===== config.mk =====
export PLATFORM = sky130hd
export DESIGN_NAME = tour_replay_ctrl
export DESIGN_NICKNAME = d
export VERILOG_FILES = /design/src/rtl/tour_replay_ctrl.sv
export SDC_FILE = /design/constraint.sdc
export NUM_CORES = 1
export LEC_CHECK = 0
export CAP_MARGIN = 5
export CORE_MARGIN = 5
export CORE_UTILIZATION = 42
export CTS_CLUSTER_DIAMETER = 40
export DETAILED_ROUTE_END_ITERATION = 8
export GPL_TIMING_DRIVEN = 0
export HOLD_SLACK_MARGIN = 0.08
export PLACE_DENSITY = 0.86
export SETUP_SLACK_MARGIN = 0.1
export SLEW_MARGIN = 5
export SYNTH_ARGS = -nofsm -noshare
export SYNTH_HDL_FRONTEND = slang
export SYNTH_SLANG_ARGS = --single-unit

===== constraint.sdc =====
create_clock -name clk -period 2.87 [get_ports clk]
set_clock_uncertainty 0.15 [all_clocks]
set_input_delay 0.574 -clock clk [delete_from_list [all_inputs] [get_ports clk]]
set_output_delay 0.574 -clock clk [all_outputs]
set_load 0.01 [all_outputs]

===== src/rtl/tour_replay_ctrl.sv =====
// tour_replay_ctrl
// Sequences a knight's-tour run. It launches the solver, waits for the solution,
// and then replays each solved one-hot move as two motion commands: a vertical
// leg followed by a horizontal leg. The block owns the single command port into
// the motion processor. Host commands are passed through only while no replay
// is active.

module tour_replay_ctrl #(
    parameter int NUM_MOVES = 24
) (
    input  logic        clk,
    input  logic        rst,
    input  logic        start,
    output logic        tour_go,
    input  logic        tour_done,
    output logic [4:0]  mv_indx,
    input  logic [7:0]  move,
    input  logic [15:0] ext_cmd,
    input  logic        ext_cmd_vld,
    output logic        ext_cmd_ack,
    output logic [15:0] cmd,
    output logic        cmd_vld,
    input  logic        cmd_ack,
    input  logic        mv_cmplt,
    output logic        busy,
    output logic        tour_cmplt,
    output logic        err
);

    typedef enum logic [2:0] {
        IDLE   = 3'd0,
        LAUNCH = 3'd1,
        SOLVE  = 3'd2,
        VERT   = 3'd3,
        WAIT_V = 3'd4,
        HORZ   = 3'd5,
        WAIT_H = 3'd6,
        NEXT   = 3'd7
    } state_t;

    localparam logic [4:0] LAST_INDX = 5'(NUM_MOVES - 1);

    localparam logic [3:0] OP_VERT = 4'h4;
    localparam logic [3:0] OP_HORZ = 4'h5;

    localparam logic [7:0] HDG_NORTH = 8'h00;
    localparam logic [7:0] HDG_WEST  = 8'h3F;
    localparam logic [7:0] HDG_SOUTH = 8'h7F;
    localparam logic [7:0] HDG_EAST  = 8'hBF;

    state_t      state;
    state_t      state_nxt;
    logic [4:0]  indx_nxt;
    logic        busy_nxt;
    logic        go_nxt;
    logic        cmplt_nxt;
    logic        err_nxt;

    logic        move_ok;
    logic        vert_south;
    logic [3:0]  vert_sq;
    logic        horz_west;
    logic [3:0]  horz_sq;
    logic [15:0] vert_cmd;
    logic [15:0] horz_cmd;
    logic [15:0] int_cmd;
    logic        int_vld;

    // Decode the one-hot move into leg directions and leg lengths. Any value that is not exactly one-hot is flagged as invalid.
    always_comb begin
        move_ok    = 1'b1;
        vert_south = 1'b0;
        vert_sq    = 4'd0;
        horz_west  = 1'b0;
        horz_sq    = 4'd0;
        case (move)
            8'h01: begin vert_south = 1'b0; vert_sq = 4'd2; horz_west = 1'b0; horz_sq = 4'd1; end
            8'h02: begin vert_south = 1'b0; vert_sq = 4'd2; horz_west = 1'b1; horz_sq = 4'd1; end
            8'h04: begin vert_south = 1'b0; vert_sq = 4'd1; horz_west = 1'b1; horz_sq = 4'd2; end
            8'h08: begin vert_south = 1'b1; vert_sq = 4'd1; horz_west = 1'b1; horz_sq = 4'd2; end
            8'h10: begin vert_south = 1'b1; vert_sq = 4'd2; horz_west = 1'b1; horz_sq = 4'd1; end
            8'h20: begin vert_south = 1'b1; vert_sq = 4'd2; horz_west = 1'b0; horz_sq = 4'd1; end
            8'h40: begin vert_south = 1'b1; vert_sq = 4'd1; horz_west = 1'b0; horz_sq = 4'd2; end
            8'h80: begin vert_south = 1'b0; vert_sq = 4'd1; horz_west = 1'b0; horz_sq = 4'd2; end
            default: move_ok = 1'b0;
        endcase
    end

    // Assemble both leg commands in the {opcode, heading, squares} format.
    always_comb begin
        vert_cmd = {OP_VERT, (vert_south ? HDG_SOUTH : HDG_NORTH), vert_sq};
        horz_cmd = {OP_HORZ, (horz_west ? HDG_WEST : HDG_EAST), horz_sq};
    end

    // Drive the replay's own command. Legs are decoded live from the addressed move, so the command is valid in the first VERT cycle.
    always_comb begin
        int_cmd = 16'h0000;
        int_vld = 1'b0;
        case (state)
            VERT: begin
                int_cmd = move_ok ? vert_cmd : 16'h0000;
                int_vld = move_ok;
            end
            HORZ: begin
                int_cmd = horz_cmd;
                int_vld = 1'b1;
            end
            default: begin
                int_cmd = 16'h0000;
                int_vld = 1'b0;
            end
        endcase
    end

    // Arbitrate the motion command port. The host owns the port only while no replay is active.
    always_comb begin
        cmd         = busy ? int_cmd : ext_cmd;
        cmd_vld     = busy ? int_vld : ext_cmd_vld;
        ext_cmd_ack = busy ? 1'b0    : cmd_ack;
    end

    // Compute the next state and the next values of the registered outputs.
    always_comb begin
        state_nxt = state;
        indx_nxt  = mv_indx;
        busy_nxt  = busy;
        go_nxt    = 1'b0;
        cmplt_nxt = 1'b0;
        err_nxt   = err;
        case (state)
            IDLE: begin
                if (start) begin
                    state_nxt = LAUNCH;
                    indx_nxt  = 5'd0;
                    busy_nxt  = 1'b1;
                    go_nxt    = 1'b1;
                    err_nxt   = 1'b0;
                end
            end
            LAUNCH: begin
                state_nxt = SOLVE;
            end
            SOLVE: begin
                if (tour_done) begin
                    state_nxt = VERT;
                end
            end
            VERT: begin
                if (!move_ok) begin
                    state_nxt = IDLE;
                    busy_nxt  = 1'b0;
                    err_nxt   = 1'b1;
                end else if (cmd_ack) begin
                    state_nxt = WAIT_V;
                end
            end
            WAIT_V: begin
                if (mv_cmplt) begin
                    state_nxt = HORZ;
                end
            end
            HORZ: begin
                if (cmd_ack) begin
                    state_nxt = WAIT_H;
                end
            end
            WAIT_H: begin
                if (mv_cmplt) begin
                    state_nxt = NEXT;
                end
            end
            NEXT: begin
                if (mv_indx == LAST_INDX) begin
                    state_nxt = IDLE;
                    busy_nxt  = 1'b0;
                    cmplt_nxt = 1'b1;
                end else begin
                    state_nxt = VERT;
                    indx_nxt  = mv_indx + 5'd1;
                end
            end
            default: begin
                state_nxt = IDLE;
                busy_nxt  = 1'b0;
            end
        endcase
    end

    // Hold the state and the registered outputs. Asserting reset aborts any replay immediately.
    always_ff @(posedge clk or posedge rst) begin
        if (rst) begin
            state      <= IDLE;
            mv_indx    <= 5'd0;
            busy       <= 1'b0;
            tour_go    <= 1'b0;
            tour_cmplt <= 1'b0;
            err        <= 1'b0;
        end else begin
            state      <= state_nxt;
            mv_indx    <= indx_nxt;
            busy       <= busy_nxt;
            tour_go    <= go_nxt;
            tour_cmplt <= cmplt_nxt;
            err        <= err_nxt;
        end
    end

endmodule


Word-level counts from Yosys, hierarchy flattened:

Cells that the tools add are included.

* register bits: 12
* bits in latches: 0
* bits in writable memories: 0
* memory bits (read-only): 0
* input port bits: 31
* output and inout bits: 27
* memories: 0

* add/subtract/negate cells: 1
* $mul: 0
* div/mod/pow operators: 0
* magnitude comparators: 0
* equal/unequal tests: 25
* shift operators: 0
* mux-type cells: 36
* bitwise gates (word level): 0
* reduce and logical (&&, ||, !) cells: 13

Operators by type and width (number)
* $pmux W15 S2: 1
* $pmux W3 S8: 1
* $mux W3: 7
* $mux W16: 1
* $ne A2 B2 Y1 const B: 8
* $reduce_or A4 Y1: 4
* $mux W15: 1
* $mux W1: 14
* $eq A3 B3 Y1 const B: 4
* $mux W5: 2
* $pmux W5 S2: 1
* $eq A8 B1 Y1 const B: 1
* $eq A8 B2 Y1 const B: 1
* $eq A8 B3 Y1 const B: 1
* $eq A8 B4 Y1 const B: 1
* $eq A8 B5 Y1 const B: 1
* $eq A8 B6 Y1 const B: 1
* $eq A8 B7 Y1 const B: 1
* $eq A8 B8 Y1 const B: 1
* $mux W8: 1
* $pmux W2 S2: 2
* $reduce_or A8 Y1: 1
* $mux W7: 1
* $eq A3 B2 Y1 const B: 2
* other kinds (13): 16

Logic depth before layout (Yosys ltp):

* depth in word-level cells: 7
* depth in mapped cells: 6

Least setup slack after synthesis:

OpenSTA, ideal clock, no wires.

* kind: input-to-output
* from: input port move[4]
* to: output port cmd[14]
* arrival time: 1672 ps
* data required time: 2146 ps
* path slack: 474 ps
* stages on the path: 6
* cell sequence: buf_6 -> nor4b_1 -> a221oi_1 -> nor4_4 -> nor2_8 -> o221ai_1

* word-level cells in the longest chain between the ends: 6

RTL lines
* start: declaration: RTL line 17 `input logic [7:0] move,`
* $eq A8 B8 Y1 (tied with other cells): RTL line 76 `case (move)`
* $reduce_or A8 Y1 (no source line) (*)
* $mux W1 (*): RTL line 76
* $mux W15 (*): RTL line 101 `int_cmd = move_ok ? vert_cmd : 16'h0000;`
* $pmux W15 S2 (*): RTL line 99 `case (state)`
* $mux W16 (*): RTL line 117 `cmd = busy ? int_cmd : ext_cmd;`
* end: declaration: RTL line 21 `output logic [15:0] cmd,`

Mark *: on every way between the ends. The rest lies on a longest branch, timed or not.

Final worst setup path:

* from: input port move[7]
* to: output port cmd[1]

* word-level cells in the longest chain between the ends: 6

RTL lines (RTL line)
* $eq A8 B8 Y1 (tied with other cells): 76
* $reduce_or A4 Y1 (no source line) or $reduce_or A8 Y1 (tied branches)
* $pmux W2 S2 or $mux W1 (tied branches): 76
* $mux W15: 101
* $pmux W15 S2 (*): 99
* $mux W16 (*): 117

Marked as above.

==> flow_summary.toml <==
[synthesis]
synth-adder-area-share_pct = 1.167
yosys.area.top_type_share_pct = 28.00
postSynthCellCount = 131
synth-compound-area-share_pct = 25.32
ys_types = 42
yosysTopAreaCell = "dfrtp_1"
synth_top_family_by_area = "simple AND/OR/NAND/NOR gates"
ys.flop_type = "dfrtp_1"
async_reset_ff_share_pct = 100.0
syn_area_um2 = 1072
synthMuxAreaShare_pct = 1.050
synth_top_cells_by_area = "dfrtp_1 28%, inv_1 6.3%, o21ai_0 6.1%"
synthSimpleGateAreaFrac_pct = 30.11
synth_edf_count = 0
synth.yosys.warnings = 0
syn_nets = 163
synth_seq_cells = 12
yosysSeqAreaShare_pct = 28.00
synth_xor_xnor_area_share_pct = 4.901
synth_area_per_cell_um2 = 8.185

[floorplan]
core_area_um2 = 2455
fp-row-count = 18
die_h_um = 60.53
die_area_um2 = 3663
ios = 58
start_util_pct = 43.68
die_x_um = 60.53

[critical_path]
cpMaxStageDelayCell = "o311a_4"
crit_chain = "dlygate4sd2_1 > xnor2_1 > nor3_1 > o311a_4 > a32oi_1 > o21ai_1 > clkdlybuf4s15_2"
r2r-start = "state[0]"
crit_type = "in2out"
cp-start-kind = "input pin"
worstPathRequired_ns = 2.15
startpoint = "move[7]"
crit_fanout = 3
critPathArrivalTime_ns = 2.03
cp_num_buf_inv = 2
cp-end-kind = "primary output"
crit_family = "compound AO/OA/AOI/OAI gates"
critPathMaxStageDelay_ns = 0.42

[place]
hpwl_um = 2573
portBuffers = 55
place.gp.congestion = 0.8141

[layout]
syn2layout_area_growth_pct = 65.46
layout_common_cells = "37 x clkdlybuf4s50_1, 18 x inv_1, 13 x o21ai_0"
antennaDiodeCount = 0
fin_nets = 229
fillers = 197
layout_commonest_cell = "clkdlybuf4s50_1"
drive_above_1_share_pct = 21.43

[cts]
cts_num_sinks = 12
numCtsBuffers = 3
path_clk_slew_ns = 0.07
clk_latency_ns = 0.28
clockBufferDepth = 2
cts_tree = "done"
htreeDepth = 1
cts-root-buf = "clkbuf_4"

[sta]
setup_viol = 0
rsz0062_at_grt = "yes"
tightest_slew_ns = 0.4521
final-hold-violation-count = 0
fin_tns_setup_ns = 0
drv_slew = 0
max_slew_margin_pct = 69.82
max_freq_mhz = 362.6
finalCritPeriodShare_pct = 96.10
post-route-min-period_ns = 2.758

[power]
ir_drop_mv = 0.4644
cellPowerDensity_nw_per_um2 = 525.8
p_switching_uw = 383.0
clkPwrFrac_pct = 14.6
switching_share_pct = 41.06
internal_power_uw = 549.8
power_uw = 932.9
p_leak_uw = 0.0007865
pwr-share-comb_pct = 58.3
p_seq_share_pct = 27.2

[drt]
dr.max_layer_used = "met4"
viasPerCell = 5.518
post_drt_wl_per_cell_um = 15.01
vias = 1247
antenna_left = 0
drt-initial-drc-count = 57
routed_wl_um = 3392
drtPass1Iterations = 4
route.met3.wl_um = 201
met2_length_um = 1846
met1_length_um = 1294
drc = 0

[min_path]
min_from = "err"
worstHoldPathType = "reg2reg"

[global_route]
antenna_found_initial = 0
first_global_vias = 1230
gr-total-overflow = 0
grt_use_total_pct = 19.22
grt_max_degree = 13
grt_pass1_wl_um = 5451

[run]
cap_violations = 0

[status]
status = "completed"
-- logic make-up (layout without fill, tap and decap cells) --
group,count (synthesis),after routing
simple gates,50,50
compound gates,37,37
flops,12,12
mux,1,1
fa+ha+maj,1,1
xor+xnor,6,6
buf+inv,24,89
-- synthesized netlist by cell type, drive strengths merged, types with 2 or more instances --
master,n
a21oi,4
a221oi,2
a32oi,2
buf,4
clkbuf,2
dfrtp,12
inv,18
nand2,7
nand2b,4
nand3,2
nand4,3
nand4b,2
nor2,12
nor2b,6
nor3,3
nor3b,3
nor4,2
nor4b,2
o21ai,16
o221ai,2
o22ai,5
xnor2,2
xor2,4
-- repair_timing --
action                                  CTS  global route
gates resized for setup                  46            10
hold buffers                              0             0
pin swaps                                 8             3
setup buffers                             5             1
endpoints found under the setup margin   12             8
-- layer usage --
layer,track usage [%],up-vias
met2,36.42,44
met3,3.830,8
li1,-,598
met5,0,-
met4,5.573,0
met1,21.61,597
-- metrics by stage --
stage	hold slack (ns)	cells	utilization (%)	worst slack, ns	instance area, um2
floorplan	0.2887	131	-	0.4745	1072
global placement	0.3560	216	67.64	-0.5497	1660
detailed placement	0.3832	216	67.64	-0.6400	1660
CTS	0.3928	225	72.32	0.07982	1775
global route	0.4297	226	72.27	0.04337	1774
finish	0.3858	226	72.27	0.1118	1774
-- power groups by stage --
| stage | logic, uW | clock network, uW | registers [uW] |
|---|---|---|---|
| after floorplan | 274 | 0 | 254 |
| after global placement | 549 | 0 | 253 |
| after detailed placement | 566 | 0 | 257 |
| after CTS | 550 | 137 | 254 |
| after global routing | 594 | 150 | 263 |
| final | 544 | 136 | 253 |
-- worst paths after layout --
check	end	slack, ns	depth (start not counted)
worst max register to register	state[0]	1.07	5
min in group asynchronous	state[1]	0.45	2
worst min-delay path	err	0.39	2
worst min register to register	err	0.39	2
worst max-delay path	cmd[1]	0.11	7
max in group asynchronous	state[2]	1.78	2
-- state kept, by name, indices dropped and copies added, names as in the netlist --
signal / cells
mv_indx: 5
tour_cmplt: 1
err: 1
tour_go: 1
state: 3
busy: 1
-- area by class of cell --
| class | count | area (um2) | share of cell area (%) |
|---|---|---|---|
| multi-input cells | 95 | 733.2 | 41.33 |
| repair buffers | 61 | 561.8 | 31.66 |
| flip-flops and latches | 12 | 301.5 | 17.00 |
| inverters | 18 | 67.56 | 3.808 |
| well taps | 30 | 37.54 | 2.116 |
| clock buffers | 4 | 36.28 | 2.045 |
| plain buffers | 6 | 36.28 | 2.045 |
-- tightest hold or removal path: cells and delay by family, from the launching register on --
kind                   cells  cell delay, ns
DFF                        1            0.38
AOI/OAI and AO/OA          1            0.06
buffers and inverters      1            0.05
No activity file was read; power rests on OpenSTA's default activity.
